<file path="src/rtl/pwr_monitor_n.sv">
// Switching-activity monitor: counts 0->1 transitions on N nets, weights them into
// a per-window energy figure and hands each window total off on a valid/ready port.
module pwr_monitor_n #(
    parameter int N   = 8,
    parameter int CW  = 16,
    parameter int WW  = 4,
    parameter int AW  = 24,
    parameter int WIN = 256,
    parameter int AAW = (N > 1) ? $clog2(N) : 1
) (
    input  logic            clk,
    input  logic            reset_L,
    input  logic            enable,
    input  logic            clear,
    input  logic [N-1:0]    chan_in,
    input  logic [N*WW-1:0] weights,
    input  logic [AAW-1:0]  rd_addr,
    output logic [CW-1:0]   rd_data,
    output logic [AW-1:0]   win_energy,
    output logic            win_valid,
    input  logic            win_ready,
    output logic            cnt_ovf,
    output logic            acc_ovf,
    output logic            win_lost
);

    localparam int EW  = WW + AAW;
    localparam int SW  = ((AW > EW) ? AW : EW) + 1;
    localparam int WCW = $clog2(WIN);
    localparam logic [CW-1:0]  CNT_MAX  = '1;
    localparam logic [AW-1:0]  ACC_MAX  = '1;
    localparam logic [WCW-1:0] WIN_LAST = WCW'(WIN - 1);

    logic [N-1:0]   prev;
    logic [N-1:0]   rise;
    logic [CW-1:0]  cnt [N];
    logic [AW-1:0]  acc;
    logic [WCW-1:0] win_cnt;
    logic [EW-1:0]  e_cyc;
    logic [SW-1:0]  acc_sum;
    logic [AW-1:0]  acc_sat;
    logic           acc_clip;
    logic           win_end;
    logic           xfer;
    logic [CW-1:0]  rd_next;

    // Handshake: win_valid means win_energy holds an unconsumed window total; a
    // transfer happens on any edge with win_valid & win_ready. A window ending on
    // that same edge keeps win_valid high with the new total instead.
    always_comb begin
        rise  = chan_in & ~prev & {N{enable}};
        e_cyc = '0;
        for (int i = 0; i < N; i++) begin
            if (rise[i]) e_cyc = e_cyc + EW'(weights[i*WW +: WW]);
        end
        acc_sum  = SW'(acc) + SW'(e_cyc);
        acc_clip = acc_sum > SW'(ACC_MAX);
        acc_sat  = acc_clip ? ACC_MAX : acc_sum[AW-1:0];
        win_end  = enable && (win_cnt == WIN_LAST);
        xfer     = win_valid && win_ready;
        rd_next  = '0;
        for (int i = 0; i < N; i++) begin
            if (rd_addr == AAW'(i)) rd_next = cnt[i];
        end
    end

    always_ff @(posedge clk) begin
        if (!reset_L) begin
            prev       <= '0;
            rd_data    <= '0;
            acc        <= '0;
            win_cnt    <= '0;
            win_energy <= '0;
            win_valid  <= 1'b0;
            cnt_ovf    <= 1'b0;
            acc_ovf    <= 1'b0;
            win_lost   <= 1'b0;
            for (int i = 0; i < N; i++) cnt[i] <= '0;
        end else begin
            prev    <= chan_in;
            rd_data <= rd_next;
            if (clear) begin
                // Rises seen this cycle are dropped along with the statistics.
                acc        <= '0;
                win_cnt    <= '0;
                win_energy <= '0;
                win_valid  <= 1'b0;
                cnt_ovf    <= 1'b0;
                acc_ovf    <= 1'b0;
                win_lost   <= 1'b0;
                for (int i = 0; i < N; i++) cnt[i] <= '0;
            end else begin
                for (int i = 0; i < N; i++) begin
                    if (rise[i]) begin
                        if (cnt[i] == CNT_MAX) cnt_ovf <= 1'b1;
                        else                   cnt[i]  <= cnt[i] + 1'b1;
                    end
                end
                if (enable && acc_clip) acc_ovf <= 1'b1;
                if (win_end) begin
                    win_energy <= acc_sat;
                    acc        <= '0;
                    win_cnt    <= '0;
                    win_valid  <= 1'b1;
                    if (win_valid && !win_ready) win_lost <= 1'b1;
                end else begin
                    if (xfer) win_valid <= 1'b0;
                    if (enable) begin
                        acc     <= acc_sat;
                        win_cnt <= win_cnt + 1'b1;
                    end
                end
            end
        end
    end

endmodule

</file>
<file path="config.mk">
export PLATFORM = sky130hd
export DESIGN_NAME = pwr_monitor_n
export DESIGN_NICKNAME = d
export VERILOG_FILES = /design/src/rtl/pwr_monitor_n.sv
export SDC_FILE = /design/constraint.sdc
export NUM_CORES = 1
export LEC_CHECK = 0
export CORE_ASPECT_RATIO = 2
export CORE_MARGIN = 5
export CORE_UTILIZATION = 40
export CTS_BUF_LIST = sky130_fd_sc_hd__clkbuf_2
export CTS_CLUSTER_DIAMETER = 150
export DETAILED_ROUTE_END_ITERATION = 8
export PLACE_DENSITY_LB_ADDON = 0.05
export SETUP_SLACK_MARGIN = 0.05
export SYNTH_ARGS = -nofsm -noshare
export SYNTH_HDL_FRONTEND = slang
export SYNTH_SLANG_ARGS = --single-unit
export TNS_END_PERCENT = 5
</file>
<file path="constraint.sdc">
create_clock -name clk -period 17.35 [get_ports clk]
set_input_delay 5.205 -clock clk [delete_from_list [all_inputs] [get_ports clk]]
set_output_delay 5.205 -clock clk [all_outputs]
set_load 0.05 [all_outputs]
</file>
## Word level (Yosys, flattened, before mapping)

Memory sizes are Yosys's and may differ from the RTL's.
Cells that the tools add are included.

- Bitwise operators: 20
- Equality and inequality tests: 16
- Multiplexer cells: 97
- $lt $le $gt $ge: 1
- Add/subtract/negate cells: 17
- Reductions and logical operators: 10

Operators by type and width:

| kind | number |
|---|---|
| 16-bit two-way mux | 24 |
| 16-bit by 1-bit adder with 16-bit output (second input constant) | 8 |
| 16-bit equality test (second input constant) | 8 |
| 1-bit two-way mux | 64 |
| 7-bit by 4-bit adder with 7-bit output | 7 |
| 7-bit two-way mux | 7 |
| 24-bit by 7-bit adder with 25-bit output | 1 |
| 25-bit by 24-bit greater-than comparator with 1-bit output (second input constant) | 1 |
| 24-bit two-way mux | 1 |
| 8-bit AND | 2 |
| 1-bit OR | 16 |
| 3-bit equality test (second input constant) | 4 |
| 8-bit by 1-bit adder with 8-bit output (second input constant) | 1 |
| 8-bit equality test (second input constant) | 1 |
| 8-bit NOT | 1 |
| 3-bit by 2-bit equality test with 1-bit output (second input constant) | 2 |
| 1-bit logical AND | 4 |
| 4-bit two-way mux | 1 |
| 3-bit by 1-bit equality test with 1-bit output (second input constant) | 1 |
| 3-bit zero test | 1 |
| 3-bit OR reduction | 1 |
| 2-bit AND reduction | 1 |
| 2-bit nonzero test | 1 |
| 2-bit OR reduction | 1 |
| other kinds (2) | 2 |

- Memories: 1
- Output and inout bits: 44
- Input bits: 48
- Register bits: 84
- Logic and storage cells: 171
- Bits in writable memories: 128

Memories:

| memory | depth | bits a word | rd ports | clocked after Yosys merged registers in | write ports | RTL line | text |
|---|---|---|---|---|---|---|---|
| cnt | 8 | 16 | 8 | 0 | 8 | 36 | `logic [CW-1:0] cnt [N];` |

## Logic depth before layout (Yosys ltp)

- Depth in word-level cells: 21
- Depth in mapped cells: 47
- Mapped depth without buffers: 45

## Least setup slack after synthesis

Ideal clock, no wire load.

- Path kind: in2reg
- From: input port enable
- To: register acc[8]
- Setup time: 86 ps
- Buffers on the path: 3
- Data required time: 17264 ps
- Stages on the path: 36
- Setup slack: 3836 ps
- Arrival time: 13428 ps
- Cells stage by stage: buf_6 and3b_4 and2_4 ha_1 inv_1 fa_1 nor2_1 a31oi_1 fa_1 mux2_2 fa_1 mux2_2 fa_1 mux2_2 fa_1 mux2i_1 inv_1 fa_1 nand2_1 o21ai_0 inv_1 ha_1 a21o_1 a21oi_1 xnor2_1 mux2_2 ha_1 o21ai_0 a21oi_1 o21ai_0 a2111oi_2 and3_1 buf_2 buf_2 nor2_1 a211oi_1

- Longest elaborated chain between the ends: 19
- Elaborated cells on any way between the ends: 21
- Those cells by class: add/sub (8); order compare (1); mux (9); bitwise (1); reduce/logical (2)

Ends and longest elaborated chain:

| item | RTL line | text |
|---|---|---|
| start, declared | 13 | `input logic enable,` |
| 8-bit AND | 51 | `rise = chan_in & ~prev & {N{enable}};` |
| 4-bit two-way mux | 54 | `if (rise[i]) e_cyc = e_cyc + EW'(weights[i*WW +: WW]);` |
| 7-bit by 4-bit adder with 7-bit output | 54 |  |
| 7-bit two-way mux | 54 |  |
| 7-bit by 4-bit adder with 7-bit output | 54 |  |
| 7-bit two-way mux | 54 |  |
| 7-bit by 4-bit adder with 7-bit output | 54 |  |
| 7-bit two-way mux | 54 |  |
| [3 not listed] | -- |  |
| 7-bit two-way mux | 54 |  |
| 7-bit by 4-bit adder with 7-bit output | 54 |  |
| 7-bit two-way mux | 54 |  |
| 7-bit by 4-bit adder with 7-bit output | 54 |  |
| 7-bit two-way mux | 54 |  |
| 24-bit by 7-bit adder with 25-bit output | 56 | `acc_sum = SW'(acc) + SW'(e_cyc);` |
| 25-bit by 24-bit greater-than comparator with 1-bit output | 57 | `acc_clip = acc_sum > SW'(ACC_MAX);` |
| 24-bit two-way mux | 58 | `acc_sat = acc_clip ? ACC_MAX : acc_sum[AW-1:0];` |
| end signal, assigned | 109 | `acc <= acc_sat;` |
| end, declared | 37 | `logic [AW-1:0] acc;` |

Parallel ways exist; a longest one is shown, timed or not.
A chain may end at the register's enable or synchronous reset.

## Worst setup path in the final report

- From: input port enable
- To: register acc[15]

The elaborated chain is that of the path after synthesis.

==> flow_metrics.tcl <==
set metrics [dict create \
    outcome "complete, no violations" \
    vias_per_cell 5.35 \
    r2r_setup_slack_ps 7330 \
    clock.fmax_ghz 0.0684 \
    setup_viol 0 \
    rsz0062_at_grt "false" \
    tritoncts "yes" \
    clk_pin_slew_ps 110 \
    synth_compound_area_frac 0.123 \
    yosys.area.top_type "edfxtp_1" \
    timing.rr.start "prev[0]$_SDFF_PN0_" \
    whs_path_depth 2 \
    p_comb_frac 0.172 \
    layout-drive-gt1-share 0.102 \
    clkPwrFrac 0.314 \
    cts_setup_buffers 0 \
    vias 10100 \
    synth_edf_count 112 \
    min_path_type "flop to flop" \
    dieArea_um2 35300 \
    maxCapViolCount 0 \
    rr_endpoint "acc[15]$_SDFFE_PP0P_" \
    drc 0 \
    final_max_slew_viol_count 0 \
    yosysMostFrequentCell "nor2_1" \
    yosysWarnings 0 \
    critPathLaunch "enable" \
    synth.cells.most_frequent "220 x nor2_1, 112 x edfxtp_1, 100 x dfxtp_1" \
    worstSetupPathType "input pin to flop" \
    clock-sinks 212 \
    fin_area_um2 14400 \
    cp_max_fo 60 \
    antenna_found_initial 1 \
    p_int_mw 0.761 \
    num_rows 92 \
    detail_route.iter0.violations 614 \
    area_growth_pct 14.3 \
    cts_buffers 52 \
    cts_root_buffer "clkbuf_2" \
    p_leak_nw 5.26 \
    synthCells 1325 \
    cp.required_ps 18120 \
    crit_top_cell "ha_1" \
    fin_setup_tns_ps 0 \
    swShare 0.310 \
    wl_per_cell_um 17.7 \
    tightest_slew_ps 885 \
    syn_area_per_cell_um2 9.49 \
    synth-seq-cells 212 \
    synthTopCellsByArea "edfxtp_1 27%, dfxtp_1 16%, nor2_1 6.6%" \
    holdCritStartpoint "win_energy[22]$_SDFFE_PP0P_" \
    port_buffers 91 \
    cp-start-kind "input pin" \
    synthAdderAreaFrac 0.0575 \
    place_congestion 0.821 \
    grt_pass1_vias 9888 \
    clock_path_buffers 3 \
    seq_area_frac_synth 0.427 \
    slew_headroom 0.409 \
    die_x_um 135 \
    ioPinCount 92 \
    synth_top_area_frac 0.267 \
    period_needed_ps 14630 \
    synthSimpleGateAreaFrac 0.192 \
    powerDensity_nw_per_um2 76.7 \
    p_switching_mw 0.343 \
    first_pass_iters 5 \
    synth.net_count 1426 \
    synth_top_family_by_area "simple AND/OR/NAND/NOR gates" \
    synth_cell_types 62 \
    ys.flop_type "edfxtp_1" \
    timing.hold.ws_ps 469 \
    grt_max_degree 61 \
    hpwl_mm 24.3 \
    clkLatencyLatePin_ps 880 \
    drtAntennaViolNets 0 \
    core_um2 31300 \
    die_h_um 261 \
    rr_worst_depth 42 \
    skew_ps 59.6 \
    period_share 0.843 \
    vdd_drop_max_uv 36.6 \
    critical-path-slowest-cell "and3_1" \
    sequentialPowerShare 0.514 \
    gr-total-overflow 0 \
    htree_levels 2 \
    wl_mm 33.5 \
    start_util 0.402 \
    grt_usage 0.187 \
    crit_arrival_ps 15390 \
    place_area_um2 13900 \
    synth-async-reset-ratio 0 \
    hold_end "win_energy[22]$_SDFFE_PP0P_" \
    critPathCaptureType "flop" \
    cts_resized 0 \
    netlist_area_um2 12600 \
    final_nets 1528 \
    grt_pass1_wl_mm 52.4 \
    max_stage_delay_ps 700 \
    synth-xor-area-share 0.107 \
    synthMuxAreaShare 0.0605 \
    cts_hold_buf 0 \
    hold_viol_final 0 \
]
how the worst max path moves through the flow:
| stage | slack, ps | to |
|---|---|---|
| 2_1_floorplan | 3840 | acc[8]$_SDFFE_PP0P_ |
| 3_3_place_gp | 2390 | acc[15]$_SDFFE_PP0P_ |
| 3_5_place_dp | 1910 | acc[15]$_SDFFE_PP0P_ |
| 4_1_cts | 2890 | acc[15]$_SDFFE_PP0P_ |
| 5_1_grt | 2100 | acc[7]$_SDFFE_PP0P_ |
| 6_report | 2720 | acc[15]$_SDFFE_PP0P_ |
metal layers:
| metal | part of all wire | GRT usage | routed length, um | up-vias |
|---|---|---|---|---|
| li1 | - | - | - | 4997 |
| met1 | 0.45 | 0.241 | 15000 | 4836 |
| met2 | 0.47 | 0.310 | 15900 | 223 |
| met3 | 0.044 | 0.0332 | 1490 | 64 |
| met4 | 0.033 | 0.0734 | 1100 | 0 |
| met5 | 0 | 0 | 0 | - |
sequential cells by signal, indices dropped and copies added, names as in the netlist:
| signal | cells |
|---|---|
| acc | 24 |
| acc_ovf | 1 |
| cnt | 128 |
| cnt_ovf | 1 |
| prev | 8 |
| rd_data | 16 |
| win_cnt | 8 |
| win_energy | 24 |
| win_lost | 1 |
| win_valid | 1 |
per-stage QoR:
stage | total power [mW] | instances | setup slack [ps] | util
detailed placement | 0.769 | 1796 | 1910 | 0.444
global placement | 0.764 | 1796 | 2390 | 0.444
CTS | 1.13 | 1892 | 2890 | 0.459
floorplan | 0.709 | 1325 | 3840 | -
finish | 1.10 | 1893 | 2720 | 0.459
global route | 1.17 | 1893 | 2100 | 0.459
power by group through the flow:
stage	logic [mW]	registers (mW)	clock network, mW
finish	0.190	0.567	0.346
detailed placement	0.190	0.578	0
global placement	0.186	0.578	0
floorplan	0.128	0.581	0
global route	0.210	0.570	0.391
CTS	0.192	0.567	0.368
layout by cell type (no fill, tap or decap), drive strengths merged, types with 17 or more instances in the layout:
cell | synthesis | layout
edfxtp | 112 | 112
clkinv | 1 | 22
mux2 | 29 | 29
o21ai | 62 | 62
nor3 | 17 | 17
xor2 | 81 | 81
xnor2 | 73 | 73
nand4 | 24 | 24
a21oi | 68 | 68
and3 | 31 | 31
clkdlybuf4s50 | 0 | 89
nor2 | 220 | 220
dfxtp | 100 | 100
ha | 45 | 45
nand2 | 75 | 75
a211oi | 25 | 25
nand3 | 61 | 61
inv | 50 | 50
clkbuf | 44 | 73
critical path, delay by kind of cell:
kind / cells / cell delay [ps]
adders and majority gates: 9 / 2630
xor gates and xnor gates: 3 / 440
muxes: 2 / 550
and+or+nand+nor: 12 / 2380
AOI/OAI and AO/OA: 14 / 3480
buffers and inverters: 4 / 730
area by class of cell:
cell class / instances / area [um2]
Tap cell: 423 / 529
Inverter: 51 / 191
Clock buffer: 73 / 365
Sequential cell: 212 / 5370
Timing Repair Buffer: 105 / 1010
Antenna cell: 1 / 2.50
Fill cell: 3126 / 16900
Clock inverter: 23 / 124
Multi-Input combinational cell: 1005 / 6800
cell families after synthesis:
| group | count (synthesis) |
|---|---|
| fa+ha+maj | 53 |
| flops | 212 |
| buf+inv | 108 |
| simple gates | 508 |
| compound gates | 239 |
| xor+xnor | 154 |
| mux | 51 |
Note: power is estimated with default switching activity, not from simulation.
